===== src/rtl/ctrl_sched_fsm.sv =====
// ctrl_sched_fsm: DDR scheduler FSM with tREFI timer, postponed refresh drain, paced bank activation and sticky MRS update.
module ctrl_sched_fsm #(
  parameter int NUM_BANKS    = 4,
  parameter int T_RRD        = 4,
  parameter int T_RCD        = 14,
  parameter int T_RFC        = 260,
  parameter int T_REFI       = 6240,
  parameter int T_MOD        = 24,
  parameter int MAX_POSTPONE = 8,
  parameter int CNT_W        = 16
) (
  input  logic                 CK_t,
  input  logic                 reset_n,
  input  logic                 ini_done,
  input  logic                 rw_req,
  input  logic                 rw_idle,
  input  logic                 mrs_update,
  output logic [2:0]           state,
  output logic                 busy,
  output logic                 rw_proc,
  output logic                 act_cmd,
  output logic [3:0]           act_bank,
  output logic [NUM_BANKS-1:0] bank_open,
  output logic                 ref_cmd,
  output logic                 mrs_update_rdy,
  output logic [3:0]           ref_pend
);
  typedef enum logic [2:0] {IDLE, INIT, ACT, RW, WAIT, REF, UPD} state_t;
  localparam logic [CNT_W-1:0] RRD_M1  = CNT_W'(T_RRD - 1);
  localparam logic [CNT_W-1:0] RCD_M1  = CNT_W'(T_RCD - 1);
  localparam logic [CNT_W-1:0] RFC_M1  = CNT_W'(T_RFC - 1);
  localparam logic [CNT_W-1:0] REFI_M1 = CNT_W'(T_REFI - 1);
  localparam logic [CNT_W-1:0] MOD_M1  = CNT_W'(T_MOD - 1);
  localparam logic [CNT_W-1:0] ONE     = CNT_W'(1);
  localparam logic [3:0]       MAXP    = 4'(MAX_POSTPONE);
  localparam logic [4:0]       NB      = 5'(NUM_BANKS);
  state_t state_q, state_d;
  logic [CNT_W-1:0] tmr_q, tmr_d, refi_q, refi_d;
  logic refi_run_q, refi_run_d, upd_q, upd_d;
  logic [4:0] bidx_q, bidx_d;
  logic [3:0] ref_pend_q, ref_pend_d, act_bank_q, act_bank_d;
  logic [NUM_BANKS-1:0] bank_open_q, bank_open_d;
  logic busy_q, busy_d, rw_proc_q, rw_proc_d, act_cmd_q, act_cmd_d;
  logic ref_cmd_q, ref_cmd_d, mrs_rdy_q, mrs_rdy_d;
  logic tick, dec, inc, force_ref, enter_act;
  always_comb begin
    state_d     = state_q;
    tmr_d       = tmr_q + ONE;
    bidx_d      = bidx_q;
    bank_open_d = bank_open_q;
    act_cmd_d   = 1'b0;
    act_bank_d  = 4'd0;
    ref_cmd_d   = 1'b0;
    mrs_rdy_d   = 1'b0;
    enter_act   = 1'b0;
    refi_run_d  = refi_run_q;
    tick        = refi_run_q && refi_q == REFI_M1;
    refi_d      = refi_run_q ? (tick ? '0 : refi_q + ONE) : '0;
    dec         = state_q == REF && tmr_q == RFC_M1;
    inc         = tick && (ref_pend_q != MAXP || dec);
    ref_pend_d  = ref_pend_q + 4'(inc) - 4'(dec);
    force_ref   = ref_pend_q == MAXP;
    upd_d       = upd_q | (mrs_update && state_q != IDLE && state_q != INIT);
    case (state_q)
      IDLE: state_d = INIT;
      INIT: enter_act = ini_done;
      ACT: begin
        if (bidx_q < NB) begin
          if (tmr_q == RRD_M1) begin
            if (force_ref || upd_q) state_d = WAIT;
            else begin
              act_cmd_d  = 1'b1;
              act_bank_d = bidx_q[3:0];
              for (int b = 0; b < NUM_BANKS; b++) if (5'(b) == bidx_q) bank_open_d[b] = 1'b1;
              bidx_d     = bidx_q + 5'd1;
              tmr_d      = '0;
            end
          end
        end else if (tmr_q == RCD_M1) state_d = RW;
      end
      RW: if (force_ref || (ref_pend_q != 4'd0 && !rw_req) || upd_q) state_d = WAIT;
      WAIT: begin
        if (rw_idle) begin
          if (ref_pend_q != 4'd0) begin
            state_d   = REF;
            ref_cmd_d = 1'b1;
            tmr_d     = '0;
          end else if (upd_q) begin
            state_d   = UPD;
            mrs_rdy_d = 1'b1;
            upd_d     = 1'b0;
            tmr_d     = '0;
          end else enter_act = 1'b1;
        end
      end
      REF: begin
        // keep draining owed refreshes back-to-back before reopening banks
        if (dec) begin
          if (ref_pend_d != 4'd0) begin
            ref_cmd_d = 1'b1;
            tmr_d     = '0;
          end else begin
            bank_open_d = '0;
            enter_act   = 1'b1;
          end
        end
      end
      UPD: if (tmr_q == MOD_M1) state_d = RW;
      default: state_d = IDLE;
    endcase
    if (enter_act) begin
      state_d        = ACT;
      act_cmd_d      = 1'b1;
      act_bank_d     = 4'd0;
      bank_open_d[0] = 1'b1;
      bidx_d         = 5'd1;
      tmr_d          = '0;
      refi_run_d     = 1'b1;
    end
    busy_d    = state_d == REF || state_d == UPD;
    rw_proc_d = state_d == RW;
  end
  always_ff @(posedge CK_t or negedge reset_n) begin
    if (!reset_n) begin
      state_q     <= IDLE;
      tmr_q       <= '0;
      refi_q      <= '0;
      refi_run_q  <= 1'b0;
      upd_q       <= 1'b0;
      bidx_q      <= 5'd0;
      ref_pend_q  <= 4'd0;
      act_bank_q  <= 4'd0;
      bank_open_q <= '0;
      busy_q      <= 1'b0;
      rw_proc_q   <= 1'b0;
      act_cmd_q   <= 1'b0;
      ref_cmd_q   <= 1'b0;
      mrs_rdy_q   <= 1'b0;
    end else begin
      state_q     <= state_d;
      tmr_q       <= tmr_d;
      refi_q      <= refi_d;
      refi_run_q  <= refi_run_d;
      upd_q       <= upd_d;
      bidx_q      <= bidx_d;
      ref_pend_q  <= ref_pend_d;
      act_bank_q  <= act_bank_d;
      bank_open_q <= bank_open_d;
      busy_q      <= busy_d;
      rw_proc_q   <= rw_proc_d;
      act_cmd_q   <= act_cmd_d;
      ref_cmd_q   <= ref_cmd_d;
      mrs_rdy_q   <= mrs_rdy_d;
    end
  end
  assign state          = state_q;
  assign busy           = busy_q;
  assign rw_proc        = rw_proc_q;
  assign act_cmd        = act_cmd_q;
  assign act_bank       = act_bank_q;
  assign bank_open      = bank_open_q;
  assign ref_cmd        = ref_cmd_q;
  assign mrs_update_rdy = mrs_rdy_q;
  assign ref_pend       = ref_pend_q;
endmodule


===== config.mk =====
export PLATFORM = sky130hd
export DESIGN_NAME = ctrl_sched_fsm
export DESIGN_NICKNAME = d
export VERILOG_FILES = /design/src/rtl/ctrl_sched_fsm.sv
export SDC_FILE = /design/constraint.sdc
export NUM_CORES = 1
export LEC_CHECK = 0
export ABC_AREA = 1
export CORE_MARGIN = 2
export CORE_UTILIZATION = 60
export CTS_BUF_LIST = sky130_fd_sc_hd__clkbuf_4 sky130_fd_sc_hd__clkbuf_8
export CTS_CLUSTER_SIZE = 25
export DETAILED_ROUTE_END_ITERATION = 7
export GPL_TIMING_DRIVEN = 0
export PLACE_DENSITY_LB_ADDON = 0.08
export SLEW_MARGIN = 40
export SYNTH_ARGS = -nofsm -noshare
export SYNTH_HDL_FRONTEND = slang
export SYNTH_SLANG_ARGS = --single-unit

===== constraint.sdc =====
create_clock -name CK_t -period 6.7 [get_ports CK_t]
set_input_delay 2.01 -clock CK_t [delete_from_list [all_inputs] [get_ports CK_t]]
set_output_delay 2.01 -clock CK_t [all_outputs]
set_load 0.005 [all_outputs]

* Yosys cells after proc, flatten, opt, wreduce, memory -nomap -nowiden
Cells that the tools add are included.
Word-level totals: register bits 59, output and inout bits 20, word-level logic and storage cells 155
Cells by class: $add $sub $neg 5, order comparisons 1, equality and inequality tests 35, multiplexer cells 68, bitwise logic cells 1, reduce and logical (&&, ||, !) cells 28
Operators by type and width (count):
- 2-to-1 mux 16 bit | 11
- case mux 16 bit (3 select lines) | 1
- 2-to-1 mux 4 bit | 10
- adder 16 x 1 -> 16 bit, second input constant | 2
- 2-to-1 mux 3 bit | 10
- AND reduction 7 bit | 4
- 2-to-1 mux 1 bit | 27
- 2-to-1 mux 5 bit | 5
- inequality test 2 bit, second input constant | 9
- inequality test 3 bit, second input constant | 6
- case mux 3 bit (6 select lines) | 1
- equality test 16 x 13 -> 1 bit, second input constant | 1
- equality test 16 x 2 -> 1 bit, second input constant | 1
- equality test 16 x 4 -> 1 bit, second input constant | 1
- equality test 16 x 5 -> 1 bit, second input constant | 1
- equality test 16 x 9 -> 1 bit, second input constant | 1
- equality test 3 bit, second input constant | 5
- equality test 2 x 5 -> 1 bit, first input constant | 2
- equality test 3 x 2 -> 1 bit, second input constant | 3
- case mux 4 bit (2 select lines) | 1
- nonzero test 2 bit | 4
- nonzero test 4 bit | 2
- logical AND 1 bit | 6
- nonzero test 3 bit | 2
- other kinds (18) | 22

* Logic depth before layout (Yosys ltp)
word-level depth 13, mapped depth 22

* Worst setup path after synthesis
No wires, ideal clock.
path kind flip-flop to flip-flop, from reg tmr_q[0], to reg tmr_q[12], arrival time 3.031 ns, data required time 6.579 ns, path slack 3.549 ns, cell stages (with the launch flop) 20, buffers on the path 1, clock period less this slack 3.151 ns, path through dfrtp_1 ha_1 nand2_1 nor2_4 nand3_2 nor2_1 inv_1 nand2_1 ha_1 inv_1 fa_1 inv_1 or2_1 nor2_1 nand3_2 o21ai_4 inv_2 nand2_4 buf_12 nor2_2
Between the ends: word-level cells in the longest chain between the ends 11, elaborated cells between the ends (all ways) 22, those cells by class 3 x add/sub; 2 x eq/ne; 13 x mux; 4 x reduce/logical
Ends and longest elaborated chain:
- start, declared | RTL line 38 | logic [CNT_W-1:0] tmr_q, tmr_d, refi_q, refi_d;
- start signal, assigned | RTL line 141 | tmr_q <= tmr_d;
- equality test 16 x 9 -> 1 bit * | RTL line 59 | dec = state_q == REF && tmr_q == RFC_M1;
- logical AND 1 bit * | RTL line 59
- logical OR 1 bit | RTL line 60 | inc = tick && (ref_pend_q != MAXP || dec);
- logical AND 1 bit | RTL line 60
- adder 4 x 1 -> 4 bit | RTL line 61 | ref_pend_d = ref_pend_q + 4'(inc) - 4'(dec);
- subtractor 4 x 1 -> 4 bit * | RTL line 61
- via ref_pend_d[1] | RTL line 41 | logic [3:0] ref_pend_q, ref_pend_d, act_bank_q, act_bank_d;
- nonzero test 4 bit * | RTL line 99 | if (ref_pend_d != 4'd0) begin
- 2-to-1 mux 16 bit / 2-to-1 mux 1 bit (equally long branches) | RTL line 99
- 2-to-1 mux 16 bit / 2-to-1 mux 1 bit (equally long branches) | RTL line 98 | if (dec) begin
- case mux 16 bit (3 select lines) / case mux 1 bit (3 select lines) (equally long branches) | RTL line 64 | case (state_q)
- 2-to-1 mux 16 bit * | RTL line 111 | if (enter_act) begin
- via tmr_d[12] | RTL line 38
The timed path passes the listed nets; every way through them passes the cells marked *. A chain may end at the register's enable or synchronous reset.

* Final worst setup path
from reg tmr_q[0], to reg tmr_q[14]
Same word-level chain as after synthesis.

==> results_dict.tcl <==
set metrics [dict create \
    cts_root_buffer "sky130_fd_sc_hd__clkbuf_8" \
    worst_skew_pair.late_latency_ns 0.34 \
    number_of_antenna_violations_at_the_first_check_in_global_routing 0 \
    routed_wl_mm 6.467 \
    seq_power_share_pct 38.5 \
    floorplan.initialDensity_pct 63.09 \
    cts.htree.levels 3 \
    reg2reg_depth 19 \
    synthesis.area_um2 3263 \
    result_of_the_run "completed" \
    netSwitchingFraction_pct 32.97 \
    avgRoutedWirePerCell_um 12.48 \
    finalCritPeriodShare_pct 54.24 \
    timing.critical_path.fanout_max 10 \
    critPathLaunchType "register" \
    finalWorstPathRequiredPeriod_ns 3.634 \
    switching_power_w 0.0003720 \
    critical_path.n_buffers_inverters 5 \
    tritoncts "done" \
    route.detailed.vias_per_inst 5.185 \
    cp_top_family "simple AND/OR/NAND/NOR gates" \
    setup_viol_count_final 0 \
    flow.area_growth_from_synthesis_pct 17.94 \
    worst_slew_pin_slew_ns 0.5261 \
    min_path_cells 1 \
    cp_common_cell "sky130_fd_sc_hd__inv_1" \
    r2r_setup_slack_ns 3.07 \
    clkPwrFrac_pct 32.5 \
    static-leakage-power_nw 1.890 \
    synth.top_cells.by_area "sky130_fd_sc_hd__dfrtp_1 45%, sky130_fd_sc_hd__nand2_1 9.5%, sky130_fd_sc_hd__nor2_1 7.4%, sky130_fd_sc_hd__inv_1 6.1%, sky130_fd_sc_hd__nand3_1 5.4%" \
    totalNegativeSetupSlack_ns 0 \
    capture_endpoint_of_the_worst_hold_path "refi_q[0]" \
    hold_crit_start "refi_q[0]" \
    share_comb_of_total_power_pct 29.0 \
    r2r_start "tmr_q[0]" \
    cts_setup_buffers 0 \
    slowest_stage "sky130_fd_sc_hd__fa_1" \
    dr_total_vias 2686 \
    critical_path.reg2reg.endpoint "tmr_q[14]" \
    rsz0062_at_grt "false" \
    met1_length_mm 2.840 \
    route.detailed.drc 0 \
    postSynthCellCount 405 \
    final_hold_viol_count 0 \
    vias_in_the_first_global_route 2681 \
    layout.nets 462 \
    wl_met2_mm 3.260 \
    finClkSkew_ns 0.009079 \
    clk_pin_slew_worst_paths_ns 0.07 \
    synth.distinct_cells 36 \
    drt-initial-drc-count 93 \
    io_pins 26 \
    worst_ir_drop_vdd_mv 0.2840 \
    fp-row-count 26 \
    cts_repair_resize_count 0 \
    die_area_um2 6044 \
    highest_layer "met4" \
    first_pass_iters 4 \
    layout_common_cells "83 x sky130_fd_sc_hd__nand2_1, 64 x sky130_fd_sc_hd__nor2_1, 59 x sky130_fd_sc_hd__dfrtp_1" \
    timing.final.max_slew_violations 0 \
    yosys.area.top_type "sky130_fd_sc_hd__dfrtp_1" \
    worstPathCellList "ha_1, nand2_1, nor2_4, nand3_2, nor2_1, inv_1, nand2_1, ha_1, inv_1, fa_1, inv_1, or2_1, nor2_1, nand3_2, o21ai_4, inv_2, nand2_4, buf_12, nor2_2" \
    power_report.internal_total_w 0.0007563 \
    critical-path-max-stage-delay_ns 0.47 \
    cts.hold.buffers_added 0 \
    dieHeight_um 77.75 \
    synth-seq-cells 59 \
    clk_path_buf_depth 2 \
    insertedDiodeCount 0 \
    crit_path_category "reg -> reg" \
    synth.yosys.warnings 0 \
    placement.io_buffers 25 \
    cp.arrival_ns 3.86 \
    timing.max_cap.violations 0 \
    met3RoutedLength_um 239 \
    layout-drive-gt1-share_pct 11.38 \
    max_frequency_mhz 275.2 \
    startpoint "tmr_q[0]" \
    grt_pass1_wl_mm 11.38 \
    floorplan.die.width_um 77.75 \
    hpwl_mm 4.774 \
    antenna_left 0 \
    seq_area_frac_synth_pct 45.25 \
    cellPowerDensity_nw_per_um2 293.2 \
    core_area_um2 5172 \
    worst_ep_required_time_ns 6.93 \
    worst_setup_ep_type "register" \
    tritoncts.num_buffers 9 \
    maxSlewHeadroom_pct 64.66 \
    avgSynthCellArea_um2 8.057 \
    place.gp.congestion 0.8120 \
    synth_top_area_share_pct 45.25 \
    timing.hold.worst.class "reg -> reg" \
    pin_count_of_the_biggest_net_entering_global_routing 35 \
    grt_usage_pct 24.01 \
    mostFrequentLayoutCell "sky130_fd_sc_hd__nand2_1" \
    tritoncts_num_sinks 59 \
    utilization_pct 74.41 \
    grt_overflow 0 \
]
## kinds of logic (layout without fill, tap and decap cells)
family	count (synthesis)	count (layout)	share of synthesized area, %
simple gates	236	236	33.51
flops	59	59	45.25
buf+inv	59	101	7.745
compound gates	20	20	3.604
xor+xnor	17	17	4.563
fa+ha+maj	13	13	5.215
other cells	1	2	0.1149
## per-stage QoR
stage               area [um^2]  hold WS (ns)  power [W]  std cells  setup slack, ns
finish                     3849        0.4559   0.001128        518            3.066
floorplan                  3267        0.4251  0.0006564        406            3.549
CTS                        3849        0.4596   0.001137        518            3.047
global route               3849        0.5031   0.001202        518            2.760
detailed placement         3622        0.4506  0.0007695        502            3.089
global placement           3605        0.4429  0.0007591        501            1.774
## worst max path at each step
stage          slack [ns]  cells past startpoint     endpoint
4_1_cts              3.05                     19    tmr_q[14]
3_5_place_dp         3.09                     19    tmr_q[14]
2_1_floorplan        3.55                     19    tmr_q[12]
6_report             3.07                     19    tmr_q[14]
3_3_place_gp         1.77                      1  act_bank[1]
5_1_grt              2.76                     19    tmr_q[14]
## worst reg2reg max path: stages, from the launching register on
cell	delay [ns]
sky130_fd_sc_hd__dfrtp_1	0.46
sky130_fd_sc_hd__ha_1	0.24
sky130_fd_sc_hd__nand2_1	0.10
sky130_fd_sc_hd__nor2_4	0.21
sky130_fd_sc_hd__nand3_2	0.16
sky130_fd_sc_hd__nor2_1	0.23
sky130_fd_sc_hd__inv_1	0.09
sky130_fd_sc_hd__nand2_1	0.07
sky130_fd_sc_hd__ha_1	0.16
sky130_fd_sc_hd__inv_1	0.05
sky130_fd_sc_hd__fa_1	0.47
sky130_fd_sc_hd__inv_1	0.05
sky130_fd_sc_hd__or2_1	0.21
sky130_fd_sc_hd__nor2_1	0.12
sky130_fd_sc_hd__nand3_2	0.16
sky130_fd_sc_hd__o21ai_4	0.25
sky130_fd_sc_hd__inv_2	0.13
sky130_fd_sc_hd__nand2_4	0.14
sky130_fd_sc_hd__buf_12	0.15
sky130_fd_sc_hd__nor2_2	0.04
## metal layers
metal | global-route usage (%) | vias to the layer above
met5 | 0 | -
met4 | 12.14 | 0
met3 | 4.767 | 13
met2 | 40.86 | 54
met1 | 28.85 | 1270
li1 | - | 1349
## cell usage after synthesis
master / n
sky130_fd_sc_hd__clkbuf_1: 1
sky130_fd_sc_hd__inv_1: 53
sky130_fd_sc_hd__nand2_4: 2
sky130_fd_sc_hd__nor3b_1: 1
sky130_fd_sc_hd__or2_1: 1
sky130_fd_sc_hd__xor2_1: 12
sky130_fd_sc_hd__clkinv_1: 1
sky130_fd_sc_hd__buf_12: 1
sky130_fd_sc_hd__fa_1: 1
sky130_fd_sc_hd__o21ai_1: 1
sky130_fd_sc_hd__nor2_2: 13
sky130_fd_sc_hd__nor4_1: 2
sky130_fd_sc_hd__and2_1: 1
sky130_fd_sc_hd__inv_2: 1
sky130_fd_sc_hd__nand2_2: 3
sky130_fd_sc_hd__a21oi_1: 10
sky130_fd_sc_hd__o21ai_4: 1
sky130_fd_sc_hd__nor2_4: 3
sky130_fd_sc_hd__and3_1: 1
sky130_fd_sc_hd__nand3_2: 3
sky130_fd_sc_hd__dfrtp_1: 59
sky130_fd_sc_hd__nand3_1: 35
sky130_fd_sc_hd__nor3_2: 1
sky130_fd_sc_hd__a31oi_1: 2
sky130_fd_sc_hd__nor2_1: 64
sky130_fd_sc_hd__xnor2_1: 5
sky130_fd_sc_hd__ha_1: 12
sky130_fd_sc_hd__nand2_1: 83
sky130_fd_sc_hd__buf_6: 2
sky130_fd_sc_hd__nor3_1: 11
sky130_fd_sc_hd__o21ai_0: 5
sky130_fd_sc_hd__or2_2: 2
sky130_fd_sc_hd__nand4_1: 9
sky130_fd_sc_hd__a31o_2: 1
sky130_fd_sc_hd__conb_1: 1
sky130_fd_sc_hd__nand3b_1: 1
## power by group through the flow
stage	registers (W)	logic (W)	clock network, W
finish	0.000435	0.000327	0.000367
floorplan	0.000435	0.000222	0
global route	0.000441	0.000373	0.000388
global placement	0.000440	0.000320	0
CTS	0.000435	0.000330	0.000372
detailed placement	0.000441	0.000329	0
## state kept, by name (all words and copies together), names as in the netlist
| register | flops |
|---|---|
| tmr_q | 16 |
| mrs_update_rdy | 1 |
| busy | 1 |
| bank_open | 4 |
| ref_cmd | 1 |
| refi_q | 16 |
| bidx_q | 5 |
| refi_run_q | 1 |
| rw_proc | 1 |
| state | 3 |
| upd_q | 1 |
| ref_pend | 4 |
| act_bank | 4 |
| act_cmd | 1 |
## layout make-up
| class | instances | area (um^2) |
|---|---|---|
| multi-input cells | 288 | 1538 |
| inverters | 55 | 206.4 |
| clock buffers | 11 | 151.4 |
| clock inverters | 5 | 75.07 |
| well taps | 70 | 87.58 |
| plain buffers | 4 | 46.29 |
| fillers | 368 | 1324 |
| repair buffers | 26 | 267.8 |
| flip-flops and latches | 59 | 1476 |
No activity file was read; power rests on OpenSTA's default activity.
==> RTL edit 1: new RTL, same flow settings <==
`NUM_BANKS`: 4 -> 8.
--- a/src/rtl/ctrl_sched_fsm.sv
+++ b/src/rtl/ctrl_sched_fsm.sv
@@ -1,6 +1,6 @@
 // ctrl_sched_fsm: DDR scheduler FSM with tREFI timer, postponed refresh drain, paced bank activation and sticky MRS update.
 module ctrl_sched_fsm #(
-  parameter int NUM_BANKS    = 4,
+  parameter int NUM_BANKS    = 8,
   parameter int T_RRD        = 4,
   parameter int T_RCD        = 14,
   parameter int T_RFC        = 260,
Ports: changed (resized bank_open); port bits go from 26 to 30. The function was not compared with the original's and may differ.
==> RTL edit 1 against the original RTL <==
- synthesized area up 8.5%
- routed wire length up 21%
- combinational power increased by 33%
- utilization decreased by 0.67 points
- first-iteration DRC count is 110% higher
- sequential cell count is 4 higher
- critical path depth increased by 3
- synthesized cell count rose by 13%
- worst setup slack worse by 150 ps
- final area is 7.4% higher
- global-route usage rose by 2.4 points
- power increased by 10%
- count of clock-buffer cells in the layout unchanged
- critical endpoint is now bank_open[7]
==> RTL edit 1: results (changes against the original RTL) <==
Drt
  – DR WL/cell: 13.6 µm (+9.2%)
  – First DRT Iteration DRCs: 198 (+110%)
  – Router iterations before antenna repair: 6 (+2)
  – Vias: 3,140 (+17%)

Placement
  – Count of port buffers added during placement: 29 (+16%)
  – Pre-CTS setup slack: 2890 ps (-197 ps)
  – Placed instance area: 0.00394 mm² (+8.7%)
  – Placed Instances: 560 (+12%)
  – Final weighted congestion in routability-driven placement: 0.915 (+13%)
  – HPWL after detailed placement: 5740 µm (+20%)

Power and ir drop
  – P_leak: 2.02 nW (+6.7%)

Worst setup path
  – Setup crit end: bank_open[7]
  – FF-to-FF path depth: 22 (+3)

Hold path
  – Hold worst-path end: bank_open[7]
  – Min-Delay Startpoint: bank_open[7]

Finish
  – Ratio of cells with drive above 1 in the final layout: 6.56% (-4.8 points)
  – Net count of the finished layout: 518 (+12%)
  – Filler cell count in the final layout: 445 (+21%)

Global route
  – GRT Overall Usage: 26.4% (+2.4 points)
  – Global-route wire length before repair: 13,200 µm (+16%)
  – Number of global-route vias before repair: 2,948 (+10%)
  – Pin count of the biggest net entering global routing: 46 (+31%)

STA
  – Worst Skew: 6.52 ps (-2.56 ps)
  – Max Freq: 264 MHz (-4.1%)

Logic synthesis
  – Post-synthesis instance total: 458 (+13%)
  – Post-synthesis sequential area ratio: 44.5% (-0.72 points)
  – Unique masters post-synth: 30 (-17%)
  – Largest cells by area after synthesis: sky130_fd_sc_hd__dfrtp_1 45%, sky130_fd_sc_hd__nand2_1 11%, sky130_fd_sc_hd__nor2_1 8.0%

Clocking
  – Post-cts resize count: 0 (unchanged)

Outcome
  – Status: finished clean
## RTL edit 1: changes by cell type after synthesis, moves of 3 or more
cell	before	now
sky130_fd_sc_hd__dfrtp_1	59	63
sky130_fd_sc_hd__nor2_2	13	2
sky130_fd_sc_hd__nand3_2	3	0
sky130_fd_sc_hd__buf_2	0	3
sky130_fd_sc_hd__nor4_1	2	7
sky130_fd_sc_hd__nand4_1	9	18
sky130_fd_sc_hd__nand3_1	35	45
sky130_fd_sc_hd__a21oi_1	10	15
sky130_fd_sc_hd__nand2_1	83	103
sky130_fd_sc_hd__nor2_1	64	75
sky130_fd_sc_hd__o21ai_0	5	9
## RTL edit 1: cells by family (layout without fill, tap and decap cells)
logic type	count (synthesis)	count (layout)	share of synthesized area, %
adder cells (fa/ha/maj)	13	13	4.81
other	1	1	0.106
buffers and inverters	62	107	7.00
AND/OR/NAND/NOR	272	272	34.3
flip-flops	63	63	44.5
AO/OA/AOI/OAI	26	26	4.06
XOR/XNOR	21	21	5.19
## RTL edit 1: power breakdown
| group | internal (W) | total (W) | leakage [nW] | switching, W |
|---|---|---|---|---|
| combinational | 0.000178 | 0.000436 | 1.09 | 0.000258 |
| clock | 0.000188 | 0.000334 | 0.105 | 0.000146 |
| sequential | 0.000432 | 0.000473 | 0.819 | 0.0000408 |
## RTL edit 1: critical path, cell delays in order (launching register included)
cell,delay (ps)
sky130_fd_sc_hd__dfrtp_1,450
sky130_fd_sc_hd__ha_1,200
sky130_fd_sc_hd__nand2_1,80
sky130_fd_sc_hd__nor2_1,180
sky130_fd_sc_hd__nand2_1,130
sky130_fd_sc_hd__nor2_1,180
sky130_fd_sc_hd__nand4_1,220
sky130_fd_sc_hd__inv_1,150
sky130_fd_sc_hd__nand3_1,90
sky130_fd_sc_hd__nand2_1,80
sky130_fd_sc_hd__ha_1,170
sky130_fd_sc_hd__inv_1,60
sky130_fd_sc_hd__fa_1,490
sky130_fd_sc_hd__nand2_1,60
sky130_fd_sc_hd__nor2_1,170
sky130_fd_sc_hd__inv_1,60
sky130_fd_sc_hd__nor2_1,230
sky130_fd_sc_hd__nand2_1,110
sky130_fd_sc_hd__nand2_1,130
sky130_fd_sc_hd__buf_2,220
sky130_fd_sc_hd__nand3_1,100
sky130_fd_sc_hd__nand2_1,70
sky130_fd_sc_hd__nand2_1,40
## RTL edit 1: per-layer routing
metal  global-route usage (%)  wire (µm)
met5                        0          0
met4                     10.5        141
met3                     4.56        410
met2                     43.1       3700
met1                     35.1       3580
## RTL edit 1: layout make-up
type                            count  area (µm²)  area share [%]
Clock buffer                       11         151            3.66
Timing Repair Buffer               30         308            7.44
Tap cell                           72        90.1            2.18
Buffer                              5        33.8           0.817
Inverter                           57         214            5.17
Clock inverter                      4        45.0            1.09
Multi-Input combinational cell    333        1720            41.5
Sequential cell                    63        1580            38.1
==> RTL edit 2: new RTL, same flow settings <==
Made on the original files. Make the reset (`reset_n`) synchronous in one clocked block.
--- a/src/rtl/ctrl_sched_fsm.sv
+++ b/src/rtl/ctrl_sched_fsm.sv
@@ -120,7 +120,7 @@
     busy_d    = state_d == REF || state_d == UPD;
     rw_proc_d = state_d == RW;
   end
-  always_ff @(posedge CK_t or negedge reset_n) begin
+  always_ff @(posedge CK_t) begin
     if (!reset_n) begin
       state_q     <= IDLE;
       tmr_q       <= '0;
Behaviour: differs if reset_n is asserted again (counterexample within 4 cycles, from zero or initial values and one cycle with reset_n low); with reset_n held inactive, the same outputs for 10 cycles.
==> RTL edit 2 against the original RTL <==
- cell count decreased by 0.39%
- worst setup slack improved by 290 ps
- synthesized area decreased by 7.8%
- sequential cell count unchanged
- via count decreased by 4.2%
- final area decreased by 6.9%
- routed wire length decreased by 8.2%
Power is not compared: it rests on default switching activity, and its combinational part moved more than twofold at a synthesized area within 25%.
==> RTL edit 2: results (changes against the original RTL) <==
Outcome
  – Status: finished clean

Placement
  – Placed Instances: 500 (-0.40%)
  – Final weighted congestion in routability-driven placement: 0.882 (+8.6%)
  – Pre-CTS setup slack: 3040 ps (-52.1 ps)
  – Count of port buffers added during placement: 24 (-4.0%)
  – Placed instance area: 0.00334 mm² (-7.9%)
  – HPWL after detailed placement: 4330 µm (-9.2%)

Clocking
  – Num CTS Buffers: 9 (unchanged)

Global route
  – Number of global-route vias before repair: 2,354 (-12%)
  – GRT Overall Usage: 24.1% (+0.074 points)
  – Pin count of the biggest net entering global routing: 11 (-69%)
  – Global-route wire length before repair: 10,100 µm (-12%)

Finish
  – Ratio of cells with drive above 1 in the final layout: 10.7% (-0.69 points)
  – Filler cell count in the final layout: 408 (+11%)
  – Number of standard cells in the layout, taps in and fillers out: 516 (-0.39%)
  – Net count of the finished layout: 463 (+0.22%)

Worst setup path
  – Startpoint of the worst-slack reg-to-reg timing path: tmr_q[0]
  – Max incr delay on CP: 560 ps (+90 ps)
  – Highest net fanout along the worst path: 7 (-3)
  – Setup crit end: state[2]
  – Path length in cells of the critical path: 1 (-18)
  – Crit-path slowest cell: sky130_fd_sc_hd__clkdlybuf4s50_1
  – Signal arrival time at the worst endpoint: 1330 ps (-2530 ps)
  – CP top delay family: buffers and inverters
  – FF-to-FF path depth: 20 (+1)
  – Worst flop-to-flop path endpoint: tmr_q[8]
  – Crit path from: state[2]
  – Setup slack of the most critical reg-to-reg path: 3550 ps (+480 ps)

Hold path
  – Hold worst-path end: bidx_q[3]
  – Min-Delay Startpoint: bidx_q[3]
  – Number of stages on the worst hold path: 2 (+1)
  – Class of the worst hold path: reg2reg

Drt
  – First DRT Iteration DRCs: 178 (+91%)
  – Router iterations before antenna repair: 5 (+1)
  – Vias: 2,574 (-4.2%)
  – Detailed Route WL: 5940 µm (-8.2%)

Logic synthesis
  – Post-synthesis sequential area ratio: 39.3% (-6.0 points)
  – Dominant register cell in the synthesized netlist: sky130_fd_sc_hd__dfxtp_1
  – Largest cells by area after synthesis: sky130_fd_sc_hd__dfxtp_1 39%, sky130_fd_sc_hd__nand2_1 9.9%, sky130_fd_sc_hd__inv_1 7.6%
  – Commonest cells post-synth: 79 x sky130_fd_sc_hd__nand2_1, 61 x sky130_fd_sc_hd__inv_1, 59 x sky130_fd_sc_hd__dfxtp_1, 56 x sky130_fd_sc_hd__nor2_1, 30 x sky130_fd_sc_hd__nand3_1
  – FFs w/ async S/R, synth: 0% (-100 points)
  – Unique masters post-synth: 34 (-5.6%)
  – Post-synthesis instance total: 408 (+0.74%)

STA
  – Final worst hold slack: 434 ps (-22.2 ps)
  – Worst Skew: 6.12 ps (-2.96 ps)
  – Setup slack after layout: 3360 ps (+292 ps)

Power and ir drop
  – VDD IR-drop max: 0.000212 V
  – P_leak: 1.45 nW
RTL edit 2: cell count changes in the layout (fill, tap and decap cells not counted), moves of 4 or more:
cell / change
sky130_fd_sc_hd__nand2_1: -4
sky130_fd_sc_hd__nand3_1: -5
sky130_fd_sc_hd__dfxtp_1: +59
sky130_fd_sc_hd__a21oi_1: +7
sky130_fd_sc_hd__dfrtp_1: -59
sky130_fd_sc_hd__inv_1: +8
sky130_fd_sc_hd__o21ai_0: +6
sky130_fd_sc_hd__nor2_1: -8
RTL edit 2: cell families after synthesis:
| logic type | share of synthesized area, % |
|---|---|
| and+or+nand+nor | 35.5 |
| other | 0.125 |
| adders and majority gates | 5.66 |
| buffers and inverters | 8.82 |
| DFF | 39.3 |
| xor gates and xnor gates | 5.24 |
| AOI/OAI and AO/OA | 5.41 |
RTL edit 2: power by group through the flow:
stage | Clock [W] | Sequential [W] | Combinational (W)
3_3_place_gp | 0 | 0.000378 | 0.0000731
2_1_floorplan | 0 | 0.000377 | 0.0000485
5_1_grt | 0.000410 | 0.000372 | 0.0000849
6_report | 0.000385 | 0.000370 | 0.0000758
4_1_cts | 0.000396 | 0.000371 | 0.0000762
3_5_place_dp | 0 | 0.000378 | 0.0000750
RTL edit 2: final cells by class:
type	instances	area [µm²]	share of cell area, %
multi-input combinational	284	1570	43.7
inverter	62	233	6.50
buffer	4	32.5	0.908
timing repair buffer	24	240	6.71
tap	67	83.8	2.34
clock buffer	13	179	4.99
clock inverter	3	67.6	1.89
sequential	59	1180	33.0
RTL edit 2: per-layer routing:
layer  vias to the layer above  share of wire (%)  track usage (%)
li1                       1351                  -                -
met1                      1152                 44             27.6
met2                        59                 49             40.5
met3                        12                5.0             8.70
met4                         0                1.8             10.5
met5                         -                  0                0
